File: src/rtl/mw_writeback_stage.sv
// M/W pipeline register and write-back datapath: load alignment, write-back select, retire counter.
// Define WB_RETIRE_CNT_EN to build the retired-instruction counter; otherwise retire_cnt reads 0.
module mw_writeback_stage #(
  parameter logic [31:0] PC_RESET = 32'h0000_3000,
  parameter int          CNT_W    = 32
) (
  input  logic             clk,
  input  logic             reset,
  input  logic             en,
  input  logic             clr,
  input  logic             valid_m,
  input  logic [31:0]      pc_m,
  input  logic [4:0]       a3_m,
  input  logic             regwr_m,
  input  logic [1:0]       wdsel_m,
  input  logic [2:0]       ldop_m,
  input  logic [31:0]      alu_m,
  input  logic [31:0]      dmrd_m,
  output logic [31:0]      wpc_w,
  output logic [4:0]       a3_w,
  output logic             regwr_w,
  output logic [31:0]      wd_w,
  output logic             valid_w,
  output logic [CNT_W-1:0] retire_cnt
);

  logic        valid_q, valid_d;
  logic [31:0] pc_q, pc_d;
  logic [4:0]  a3_q, a3_d;
  logic        regwr_q, regwr_d;
  logic [1:0]  wdSel_q, wdSel_d;
  logic [2:0]  ldOp_q, ldOp_d;
  logic [31:0] alu_q, alu_d;
  logic [31:0] dm_q, dm_d;
  logic        liveWrite;
  logic [7:0]  loadByte;
  logic [15:0] loadHalf;
  logic [31:0] loadData;

  // A write to $0 or from a dead slot is squashed here so the forwarding
  // comparators downstream never see a matching destination for it.
  assign liveWrite = regwr_m & valid_m & (a3_m != 5'd0);

  always_comb begin
    valid_d = valid_q;
    pc_d    = pc_q;
    a3_d    = a3_q;
    regwr_d = regwr_q;
    wdSel_d = wdSel_q;
    ldOp_d  = ldOp_q;
    alu_d   = alu_q;
    dm_d    = dm_q;
    if (clr) begin
      valid_d = 1'b0;
      pc_d    = PC_RESET;
      a3_d    = 5'd0;
      regwr_d = 1'b0;
      wdSel_d = 2'b00;
      ldOp_d  = 3'b000;
      alu_d   = 32'd0;
      dm_d    = 32'd0;
    end else if (en) begin
      valid_d = valid_m;
      pc_d    = pc_m;
      a3_d    = liveWrite ? a3_m : 5'd0;
      regwr_d = liveWrite;
      wdSel_d = wdsel_m;
      ldOp_d  = ldop_m;
      alu_d   = alu_m;
      dm_d    = dmrd_m;
    end
  end

  always_ff @(posedge clk) begin
    if (reset) begin
      valid_q <= 1'b0;
      pc_q    <= PC_RESET;
      a3_q    <= 5'd0;
      regwr_q <= 1'b0;
      wdSel_q <= 2'b00;
      ldOp_q  <= 3'b000;
      alu_q   <= 32'd0;
      dm_q    <= 32'd0;
    end else begin
      valid_q <= valid_d;
      pc_q    <= pc_d;
      a3_q    <= a3_d;
      regwr_q <= regwr_d;
      wdSel_q <= wdSel_d;
      ldOp_q  <= ldOp_d;
      alu_q   <= alu_d;
      dm_q    <= dm_d;
    end
  end

  // Sub-word loads pick their lane from the registered effective address.
  always_comb begin
    loadByte = dm_q[7:0];
    case (alu_q[1:0])
      2'd0: loadByte = dm_q[7:0];
      2'd1: loadByte = dm_q[15:8];
      2'd2: loadByte = dm_q[23:16];
      2'd3: loadByte = dm_q[31:24];
      default: loadByte = dm_q[7:0];
    endcase
    loadHalf = alu_q[1] ? dm_q[31:16] : dm_q[15:0];
    case (ldOp_q)
      3'b001:  loadData = {24'd0, loadByte};
      3'b010:  loadData = {{24{loadByte[7]}}, loadByte};
      3'b011:  loadData = {16'd0, loadHalf};
      3'b100:  loadData = {{16{loadHalf[15]}}, loadHalf};
      default: loadData = dm_q;
    endcase
  end

  always_comb begin
    case (wdSel_q)
      2'b01:   wd_w = loadData;
      2'b10:   wd_w = pc_q + 32'd8;
      default: wd_w = alu_q;
    endcase
  end

  assign wpc_w   = pc_q;
  assign a3_w    = a3_q;
  assign regwr_w = regwr_q;
  assign valid_w = valid_q;

`ifdef WB_RETIRE_CNT_EN
  logic [CNT_W-1:0] cnt_q, cnt_d;

  always_comb begin
    cnt_d = cnt_q;
    if (en && !clr && valid_m) cnt_d = cnt_q + CNT_W'(1);
  end

  always_ff @(posedge clk) begin
    if (reset) cnt_q <= '0;
    else       cnt_q <= cnt_d;
  end

  assign retire_cnt = cnt_q;
`else
  assign retire_cnt = '0;
`endif

endmodule

File: config.mk
export PLATFORM = sky130hd
export DESIGN_NAME = mw_writeback_stage
export DESIGN_NICKNAME = d
export VERILOG_FILES = /design/src/rtl/mw_writeback_stage.sv
export SDC_FILE = /design/constraint.sdc
export NUM_CORES = 1
export LEC_CHECK = 0
export ABC_AREA = 1
export CELL_PAD_IN_SITES_DETAIL_PLACEMENT = 1
export CELL_PAD_IN_SITES_GLOBAL_PLACEMENT = 1
export CORE_AREA = 3 3 141 143
export DETAILED_ROUTE_END_ITERATION = 16
export DIE_AREA = 0 0 144 146
export PLACE_DENSITY = 0.84
export REMOVE_ABC_BUFFERS = 1
export SYNTH_ARGS = -nofsm -noshare
export SYNTH_HDL_FRONTEND = slang
export SYNTH_SLANG_ARGS = --single-unit
File: constraint.sdc
create_clock -name clk -period 4.71 [get_ports clk]
set_input_delay 0.471 -clock clk [delete_from_list [all_inputs] [get_ports clk]]
set_output_delay 0.471 -clock clk [all_outputs]
set_load 0.03 [all_outputs]
==> results.toml <==
[clocking]
path_clk_slew_ns = 0.07
clockRootBuffer = "clkbuf_16"
ctsResizeCount = 0
htreeDepth = 3
cts.sink_count = 108
ctsLongestPathBuffers = 2
cts_tree = "done"
cts_buffers = 9
postCtsHoldBufs = 0
clk_latency_ns = 0.36
post_cts_buffers = 0

[timing]
timing.final.crit_share_pct = 81.5
hold_violations = 0
layout_min_cycle_time_ns = 3.84
setup_tns_ns = 0
slew_headroom_pct = 18.3
finalSetupViolCount = 0
slew_viol_final = 0
setup_ws_ns = 0.872
fmax_mhz = 261
worst_pin_slew_ns = 1.22
fin_skew_ns = 0
rsz0062_at_grt = "false"
hold_slack_ns = 0.468

[route]
dr.pass1.iters = 4
via_per_inst = 5.00
via_count = 6972
ant_nets = 0
drtIter0Drc = 297
avgRoutedWirePerCell_um = 17.5
wirelength_mm = 24.3
drc_errors = 0

[layout]
fin_area_um2 = 8400
fillers = 2455
n_antenna_cell = 0
drive_above_1_share_pct = 5.43
regArea_um2 = 2160
fin_nets = 1270
multi_input_area_um2 = 3510
layout.cells.non_filler = 1394
area_delta_synth_final_pct = 32.7
utilization_pct = 44.9

[min_path]
hp-class = "reg -> reg"
min_to = "alu_q[10]"
min_path_cells = 2
hp-start = "alu_q[10]"

[pwr]
pwr_density_cell_nw_per_um2 = 265
intPower_mw = 1.50
p_sw_share_pct = 32.6
comb_power_share_pct = 22.4
peakVddDrop_uv = 172
totalPowerFinal_mw = 2.23
seqPwrFrac_pct = 44.0
p_switching_mw = 0.726
clkPwrFrac_pct = 33.6
leakagePower_nw = 3.24

[synth]
avgSynthCellArea_um2 = 6.26
synth_cells = 1010
async_flop_share_pct = 0
ys_seq_area_share_pct = 34.2
netlist_area_um2 = 6330
ys_ff_latch = 108
synth_warnings = 0
synth_edf_count = 0
yosysUniqueCellTypes = 36
synth_flop_cell = "dfxtp_1"

[worst_setup_path]
arrival_ns = 3.37
worstPathMaxFanout = 36
required_ns = 4.24
path_class = "reg -> out"
r2r_cells = 2
rr_endpoint = "alu_q[1]"
timing.rr.start = "alu_q[1]"
cp-start-kind = "flip-flop"
cp-end-kind = "output pin"
ff2ff_setup_slack_ns = 3.21

[die]
die_width_um = 144
core_area_um2 = 18700
die_h_um = 146
initial_core_util_pct = 33.8
io_pins = 215
rows = 50
die_area_um2 = 21000

[placement]
io_buffer_count = 182
place_area_um2 = 8120
dp.cells = 1378
dp_hpwl_mm = 17.9
pre_cts_slack_ns = 1.24
gp_congestion = 0.886

[global_routing]
grt_max_degree = 61
grt.total_usage_pct = 22.8
grt_pass1_wl_mm = 37.9
overflow = 0
grt_pass1_vias = 7037
grt_antenna_before_repair = 1

[job]
drv_cap = 0

[run_status]
status = "complete, no violations"
[cells in the mapped netlist, types with 2 or more instances]
library cell  instances  share of area (%)
dfxtp_1             108                 34
clkbuf_1             35                2.1
o21bai_1              2               0.24
nand3_4               2               0.55
nand2_1             350                 21
or2_1                 2               0.20
nand3_1              62                4.9
nor2_1               75                4.4
a31oi_1               3               0.30
nor3_1                3               0.24
o211ai_1             11                1.3
clkinv_1              2               0.12
nand4_1               2               0.20
buf_6                 2               0.36
o21ai_1               3               0.24
buf_4                35                4.2
o21ai_0              61                4.8
nor2_2                5               0.49
inv_2                 7               0.42
ha_1                  3               0.59
inv_1                58                3.4
inv_4                 2               0.20
nand3_2              13                2.1
a21oi_1             137                 11
buf_2                14                1.1
nand2_2               3               0.30
[power groups by stage]
stage | Clock [mW] | Combinational, mW | Sequential (mW)
after detailed placement | 0 | 0.501 | 1.00
after global routing | 0.802 | 0.541 | 0.985
after floorplan | 0 | 0.235 | 1.01
final | 0.748 | 0.499 | 0.979
after CTS | 0.767 | 0.504 | 0.979
after global placement | 0 | 0.495 | 0.999
[cells by family (layout without fill, tap and decap cells)]
kind of cell	count (synthesis)	count (layout)	synth area share [%]
AOI/OAI and AO/OA	219	219	18.0
xor gates and xnor gates	1	1	0.138
adders and majority gates	3	3	0.593
buffers and inverters	157	276	12.2
DFF	108	108	34.2
other	1	32	0.0593
and+or+nand+nor	521	521	34.9
[worst max-delay path, cell delays in order, from the launching register on]
cell and delay, ns:
dfxtp_1 1.14, nand2_1 0.23, nand3_2 0.17, nand3_4 0.14
nand3_4 0.31, nand3_1 0.13, nand2_1 0.09, nand2_1 0.06
nand2_1 0.07, clkdlybuf4s50_1 0.66
[cells in the final DEF (no fill, tap or decap), types with 4 or more instances in the layout]
cell,n
inv_1,58
nand3_1,62
buf_4,9
nand3_2,13
dfxtp_1,108
a21oi_1,137
clkbuf_16,9
inv_2,7
clkdlybuf4s50_1,181
o211ai_1,11
conb_1,32
o21ai_0,61
nor2_1,74
clkinvlp_4,4
nand2_1,350
nor2_2,6
[worst max path at each step]
stage | slack (ns) | from | depth (start not counted) | endpoint
2_1_floorplan | 1.36 | clr | 3 | a3_w[1]
3_3_place_gp | 1.36 | alu_q[1] | 9 | wd_w[26]
3_5_place_dp | 1.24 | alu_q[1] | 9 | wd_w[31]
4_1_cts | 0.85 | alu_q[1] | 9 | wd_w[19]
5_1_grt | 0.59 | alu_q[1] | 9 | wd_w[18]
6_report | 0.87 | alu_q[1] | 9 | wd_w[19]
[layer usage]
metal	vias to the layer above	track usage, %	part of all wire, %
met3	28	4.60	5.0
li1	3486	-	-
met1	3274	30.6	46
met5	-	0	0.045
met2	182	37.6	47
met4	2	5.23	1.5
[sequential cells by signal, summed over array words and instances, names as in the netlist]
register	flops
wpc_w	32
a3_w	5
regwr_w	1
dm_q	32
wdSel_q	2
alu_q	32
ldOp_q	3
valid_w	1
[layout make-up]
type / count / area share (%)
multi-input cells: 776 / 41.8
inverters: 69 / 3.17
well taps: 234 / 3.49
clock inverters: 6 / 0.596
repair buffers: 191 / 22.4
flip-flops and latches: 108 / 25.7
clock buffers: 10 / 2.73
No activity file was read; power rests on OpenSTA's default activity.
